$ cat config.mk
export PLATFORM = sky130hd
export DESIGN_NAME = ir_pipeline_ctrl
export DESIGN_NICKNAME = d
export VERILOG_FILES = /design/src/rtl/ir_pkg.sv /design/src/rtl/ir_regdecode.sv /design/src/rtl/ir_pipeline_ctrl.sv
export SDC_FILE = /design/constraint.sdc
export NUM_CORES = 1
export LEC_CHECK = 0
export CAP_MARGIN = 20
export CORE_AREA = 5 5 69 71
export DETAILED_ROUTE_END_ITERATION = 6
export DIE_AREA = 0 0 74 76
export GPL_TIMING_DRIVEN = 0
export PLACE_DENSITY = 0.76
export SYNTH_ARGS = -nofsm -noshare
export SYNTH_HDL_FRONTEND = slang
export SYNTH_SLANG_ARGS = --single-unit
$ cat constraint.sdc
create_clock -name clock -period 2.6 [get_ports clock]
set_input_delay 0.52 -clock clock [delete_from_list [all_inputs] [get_ports clock]]
set_output_delay 0.52 -clock clock [all_outputs]
set_load 0.01 [all_outputs]
$ cat src/rtl/ir_pkg.sv
// Shared encodings for the instruction-register pipeline controller.
// Opcodes live in instr[3:0]; shift and ori are matched on instr[2:0] only.
package ir_pkg;

  localparam logic [7:0] NOP_INSTR = 8'h0A;
  localparam logic [3:0] STOP_OP   = 4'b0001;
  localparam int         CNT_W     = 8;

  localparam logic [3:0] OP_LOAD  = 4'b0000;
  localparam logic [3:0] OP_STORE = 4'b0010;
  localparam logic [3:0] OP_ADD   = 4'b0100;
  localparam logic [3:0] OP_SUB   = 4'b0110;
  localparam logic [3:0] OP_NAND  = 4'b1000;
  localparam logic [3:0] OP_BZ    = 4'b0101;
  localparam logic [3:0] OP_BNZ   = 4'b1001;
  localparam logic [3:0] OP_BPZ   = 4'b1101;
  localparam logic [3:0] OP_NOP   = 4'b1010;
  localparam logic [3:0] OP_STOP  = 4'b0001;

  localparam logic [2:0] OP_SHIFT = 3'b011;
  localparam logic [2:0] OP_ORI   = 3'b111;

  // ori always reads and writes this register implicitly
  localparam logic [1:0] ORI_REG = 2'd1;

endpackage

$ cat src/rtl/ir_regdecode.sv
// Register-usage decode of one instruction: which register it writes and
// which registers it reads.
module ir_regdecode
  import ir_pkg::*;
(
  input  logic [7:0] instr,
  output logic       dest_valid,
  output logic [1:0] dest,
  output logic       src1_valid,
  output logic [1:0] src1,
  output logic       src2_valid,
  output logic [1:0] src2
);

  logic [3:0] op;
  assign op = instr[3:0];

  always_comb begin
    dest_valid = 1'b0;
    dest       = instr[7:6];
    src1_valid = 1'b0;
    src1       = instr[7:6];
    src2_valid = 1'b0;
    src2       = instr[5:4];
    if (op[2:0] == OP_SHIFT) begin
      dest_valid = 1'b1;
      src1_valid = 1'b1;
    end else if (op[2:0] == OP_ORI) begin
      dest_valid = 1'b1;
      dest       = ORI_REG;
      src1_valid = 1'b1;
      src1       = ORI_REG;
    end else begin
      case (op)
        OP_LOAD: begin
          dest_valid = 1'b1;
          src2_valid = 1'b1;
        end
        OP_ADD, OP_SUB, OP_NAND: begin
          dest_valid = 1'b1;
          src1_valid = 1'b1;
          src2_valid = 1'b1;
        end
        OP_STORE: begin
          src1_valid = 1'b1;
          src2_valid = 1'b1;
        end
        default: ;
      endcase
    end
  end

endmodule

$ cat src/rtl/ir_pipeline_ctrl.sv
// IR1..IR4 instruction-register chain with read-after-write stall insertion,
// taken-branch flush, stop-driven fetch halt and a saturating stall counter.
module ir_pipeline_ctrl #(
  parameter logic [7:0] NOP_INSTR = ir_pkg::NOP_INSTR,
  parameter logic [3:0] STOP_OP   = ir_pkg::STOP_OP,
  parameter int         CNT_W     = ir_pkg::CNT_W
) (
  input  logic             clock,
  input  logic             reset,
  input  logic [7:0]       IMemOut,
  input  logic             BranchTaken,
  output logic [7:0]       IR1Out,
  output logic [7:0]       IR2Out,
  output logic [7:0]       IR3Out,
  output logic [7:0]       IR4Out,
  output logic             PCWrite,
  output logic             Stall,
  output logic             Halted,
  output logic [CNT_W-1:0] StallCount
);

  import ir_pkg::*;

  logic       fetch_halt;
  logic       d1_v, s1_v1, s2_v1;
  logic       d2_v, s1_v2, s2_v2;
  logic       d3_v, s1_v3, s2_v3;
  logic [1:0] d1, s1_1, s2_1;
  logic [1:0] d2, s1_2, s2_2;
  logic [1:0] d3, s1_3, s2_3;
  logic       hz_src1, hz_src2, hz;

  ir_regdecode u_dec1 (
    .instr(IR1Out), .dest_valid(d1_v), .dest(d1),
    .src1_valid(s1_v1), .src1(s1_1), .src2_valid(s2_v1), .src2(s2_1)
  );
  ir_regdecode u_dec2 (
    .instr(IR2Out), .dest_valid(d2_v), .dest(d2),
    .src1_valid(s1_v2), .src1(s1_2), .src2_valid(s2_v2), .src2(s2_2)
  );
  ir_regdecode u_dec3 (
    .instr(IR3Out), .dest_valid(d3_v), .dest(d3),
    .src1_valid(s1_v3), .src1(s1_3), .src2_valid(s2_v3), .src2(s2_3)
  );

  // IR4 results are forwarded, so only IR2/IR3 producers can block IR1
  assign hz_src1 = s1_v1 & ((d2_v & (s1_1 == d2)) | (d3_v & (s1_1 == d3)));
  assign hz_src2 = s2_v1 & ((d2_v & (s2_1 == d2)) | (d3_v & (s2_1 == d3)));
  assign hz      = hz_src1 | hz_src2;

  assign Stall   = hz & ~BranchTaken;
  assign PCWrite = BranchTaken | (~Stall & ~fetch_halt & ~Halted);

  always_ff @(posedge clock or negedge reset) begin
    if (!reset) begin
      IR1Out     <= NOP_INSTR;
      IR2Out     <= NOP_INSTR;
      IR3Out     <= NOP_INSTR;
      IR4Out     <= NOP_INSTR;
      Halted     <= 1'b0;
      fetch_halt <= 1'b0;
      StallCount <= '0;
    end else begin
      IR4Out <= IR3Out;
      if (IR3Out[3:0] == STOP_OP) Halted <= 1'b1;
      if (BranchTaken) begin
        // a stop fetched down the wrong path must not freeze fetch
        IR3Out     <= NOP_INSTR;
        IR2Out     <= NOP_INSTR;
        IR1Out     <= NOP_INSTR;
        fetch_halt <= 1'b0;
      end else if (Stall) begin
        IR3Out <= IR2Out;
        IR2Out <= NOP_INSTR;
        if (StallCount != '1) StallCount <= StallCount + 1'b1;
      end else begin
        IR3Out <= IR2Out;
        IR2Out <= IR1Out;
        if (fetch_halt) begin
          IR1Out <= NOP_INSTR;
        end else begin
          IR1Out <= IMemOut;
          if (IMemOut[3:0] == STOP_OP) fetch_halt <= 1'b1;
        end
      end
    end
  end

endmodule

==> results.py <==
metrics = {
    "sta": {
        "setup_viol": 1,
        "finalMaxSlewViolations": 0,
        "final-hold-violation-count": 0,
        "tightest_slew_ns": 0.885,
        "fin_skew_ns": 0.00446,
        "fin_crit_ns": 2.63,
        "fin_tns_setup_ns": -0.0269,
        "max_clock_freq_mhz": 381,
        "grt_setup_unrepaired": "yes",
        "fin_ws_ns": -0.0269,
        "relSlewSlack_pct": 41.0,
        "fin_crit_sh_pct": 101,
    },
    "synthesis": {
        "synth.top_cells.by_count": "34 x dfrtp_1, 11 x inv_1, 10 x nand3_1, 10 x nor2_1",
        "synth_top_area_share_pct": 45.7,
        "yosys-top-cells-area": "dfrtp_1 46%, dfstp_2 11%, a22o_1 2.8%, nand3_1 2.7%, nor2b_1 2.7%",
        "synth_seq_cells": 42,
        "ys_seq_area_share_pct": 57.0,
        "synth_cell_types": 40,
        "yosysTopAreaCell": "dfrtp_1",
        "synth_edf_count": 0,
        "avgSynthCellArea_um2": 11.5,
        "synth_most_common_cell": "dfrtp_1",
        "syn_area_um2": 1860,
        "syn_nets": 174,
        "yosysWarnings": 0,
        "synthFlopType": "dfrtp_1",
        "synthCells": 162,
        "synthArstFlopShare_pct": 100,
    },
    "hold_path": {
        "hp-class": "in -> async",
    },
    "placement": {
        "gp_congestion": 0.785,
        "dp_cells": 267,
        "dp_hpwl_mm": 3.04,
        "port_buffers": 53,
    },
    "cells_and_area": {
        "stdcell_count": 288,
        "fillCellCount": 329,
        "nets": 247,
        "antenna_cells": 0,
        "drive_above_1_share_pct": 25.4,
        "syn2layout_area_growth_pct": 50.2,
    },
    "critical_path": {
        "endpoint_kind": "output port",
        "reg2reg_depth": 9,
        "path_max_fanout": 3,
        "worstSetupStartpointType": "flop",
        "rr_endpoint": "StallCount[5]",
        "path_class": "reg -> out",
        "critPathArrivalTime_ns": 2.11,
        "rr_startpoint": "IR2Out[1]",
        "ff2ff_setup_slack_ns": 0.24,
        "required_ns": 2.08,
    },
    "floorplan": {
        "fp.dieH_um": 76,
        "die_w_um": 74,
        "core-area_um2": 4170,
        "fp.dieArea_um2": 5620,
        "start_util_pct": 44.6,
        "io_pins": 54,
        "row_count": 24,
    },
    "status": {
        "violations": "negative setup slack",
        "status": "complete, but fails checks",
    },
    "global_route": {
        "grt_max_degree": 43,
        "grt_use_total_pct": 16.9,
        "grt_pass1_wl_mm": 7.33,
        "antenna_found_initial": 0,
        "overflow": 0,
        "grt_pass1_vias": 1573,
    },
    "pwr": {
        "powerDensity_nw_per_um2": 696,
        "power_frac_seq_pct": 41.8,
        "leakage_nw": 1.21,
        "switching_share_pct": 27.4,
        "intPower_mw": 1.41,
        "power_frac_clock_pct": 32.4,
        "p_comb_share_pct": 25.8,
        "ir_worst_vdd_mv": 0.588,
        "switching_power_mw": 0.534,
    },
    "routing": {
        "drtPass1Iterations": 4,
        "drc": 0,
        "avgViaCountPerCell": 5.31,
        "wire_per_inst_um": 15.7,
        "vias": 1528,
        "routed_wl_mm": 4.53,
        "drt_iter0_markers": 38,
        "ant_nets": 0,
    },
    "clock_tree": {
        "cts-htree-levels": 2,
        "cts.clk_slew.worst_paths_ns": 0.08,
        "clock-root-buffer": "clkbuf_8",
        "clock_latency_ns": 0.30,
        "cts_sinks": 42,
        "cts_tree": "built",
        "cts_hold_buffers": 0,
        "clk_path_buf_depth": 2,
        "cts_buffers": 5,
    },
    "job": {
        "cap_violations": 0,
    },
}
-- cell families (layout without fill, tap and decap cells) --
logic type	count (synthesis)	in the layout	synth area share (%)
AND/OR/NAND/NOR	59	59	17.7
flip-flops	42	42	57.0
AO/OA/AOI/OAI	37	37	17.2
buffers and inverters	14	88	2.95
XOR/XNOR	6	6	2.82
multiplexers	3	3	1.75
adder cells (fa/ha/maj)	1	1	0.671
-- metrics by stage --
stage | hold slack, ns | worst slack, ns | cell area, um^2 | total power [mW] | utilization [%]
finish | 0.342 | -0.0269 | 2800 | 1.95 | 67.1
global route | 0.393 | -0.107 | 2800 | 2.03 | 67.1
CTS | 0.378 | 0.0189 | 2730 | 1.94 | 65.4
detailed placement | 0.362 | -0.410 | 2450 | 1.26 | 58.8
global placement | 0.360 | -0.417 | 2460 | 1.25 | 58.9
floorplan | 0.224 | 0.219 | 1860 | 1.03 | -
-- final cells by class --
class / count / area (um^2) / area share [%]
Clock inverter: 2 / 60.1 / 2.15
Multi-Input combinational cell: 106 / 830 / 29.6
Clock buffer: 6 / 82.6 / 2.95
Tap cell: 52 / 65.1 / 2.32
Timing Repair Buffer: 67 / 639 / 22.8
Inverter: 11 / 41.3 / 1.48
Sequential cell: 42 / 1070 / 38.1
Buffer: 2 / 15.0 / 0.536
-- power groups by stage --
stage	clock network (mW)	registers (mW)	logic [mW]
global placement	0	0.815	0.430
detailed placement	0	0.819	0.436
floorplan	0	0.835	0.194
finish	0.630	0.815	0.502
CTS	0.645	0.810	0.482
global route	0.663	0.827	0.540
-- placed cells by master (no fill, tap or decap), types with 4 or more instances in the layout --
cell type / instances
a22o_1: 6
nand2b_1: 4
nor2b_1: 7
nand4_1: 4
nand2_1: 5
dfrtp_2: 4
dfstp_2: 8
clkbuf_8: 6
clkdlybuf4s50_1: 50
nand3_1: 9
buf_4: 13
dfrtp_1: 30
nor2_1: 8
xnor2_1: 4
inv_1: 11
-- flip-flops by register name, summed over array words and instances (netlist names) --
signal and flops:
IR2Out 8, Halted 1, IR1Out 8, IR3Out 8, fetch_halt 1, IR4Out 8
StallCount 8
-- how the worst max path moves through the flow --
| stage | from | to | slack, ns | cells past startpoint |
|---|---|---|---|---|
| 4_1_cts | IR3Out[1] | Stall | 0.02 | 7 |
| 5_1_grt | IR2Out[1] | PCWrite | -0.11 | 8 |
| 6_report | IR2Out[1] | PCWrite | -0.03 | 8 |
| 3_3_place_gp | IR2Out[1] | Stall | -0.42 | 7 |
| 2_1_floorplan | IR1Out[7] | PCWrite | 0.22 | 7 |
| 3_5_place_dp | IR1Out[7] | PCWrite | -0.41 | 8 |
-- layer usage --
layer  track usage, %  routed length [um]  share of wire [%]  up-vias
met2             28.3                2400                 53       42
met5                0                   0                  0        -
li1                 -                   -                  -      730
met4             7.97                  91                2.0        0
met3             4.35                 266                5.9        9
met1             19.6                1770                 39      747
-- worst max-delay path, stage by stage (launching register included) --
cell	delay, ns
dfstp_2	0.58
nand3_4	0.08
a21o_1	0.21
a2111oi_4	0.41
o21ai_4	0.12
buf_12	0.14
nand2_4	0.06
o31ai_2	0.06
buf_2	0.14
-- timing repair --
action	CTS	global route
setup endpoints to repair	2	2
pin swaps	11	8
resized for setup	25	9
setup buffers	10	4
No activity file was read; power rests on OpenSTA's default activity.
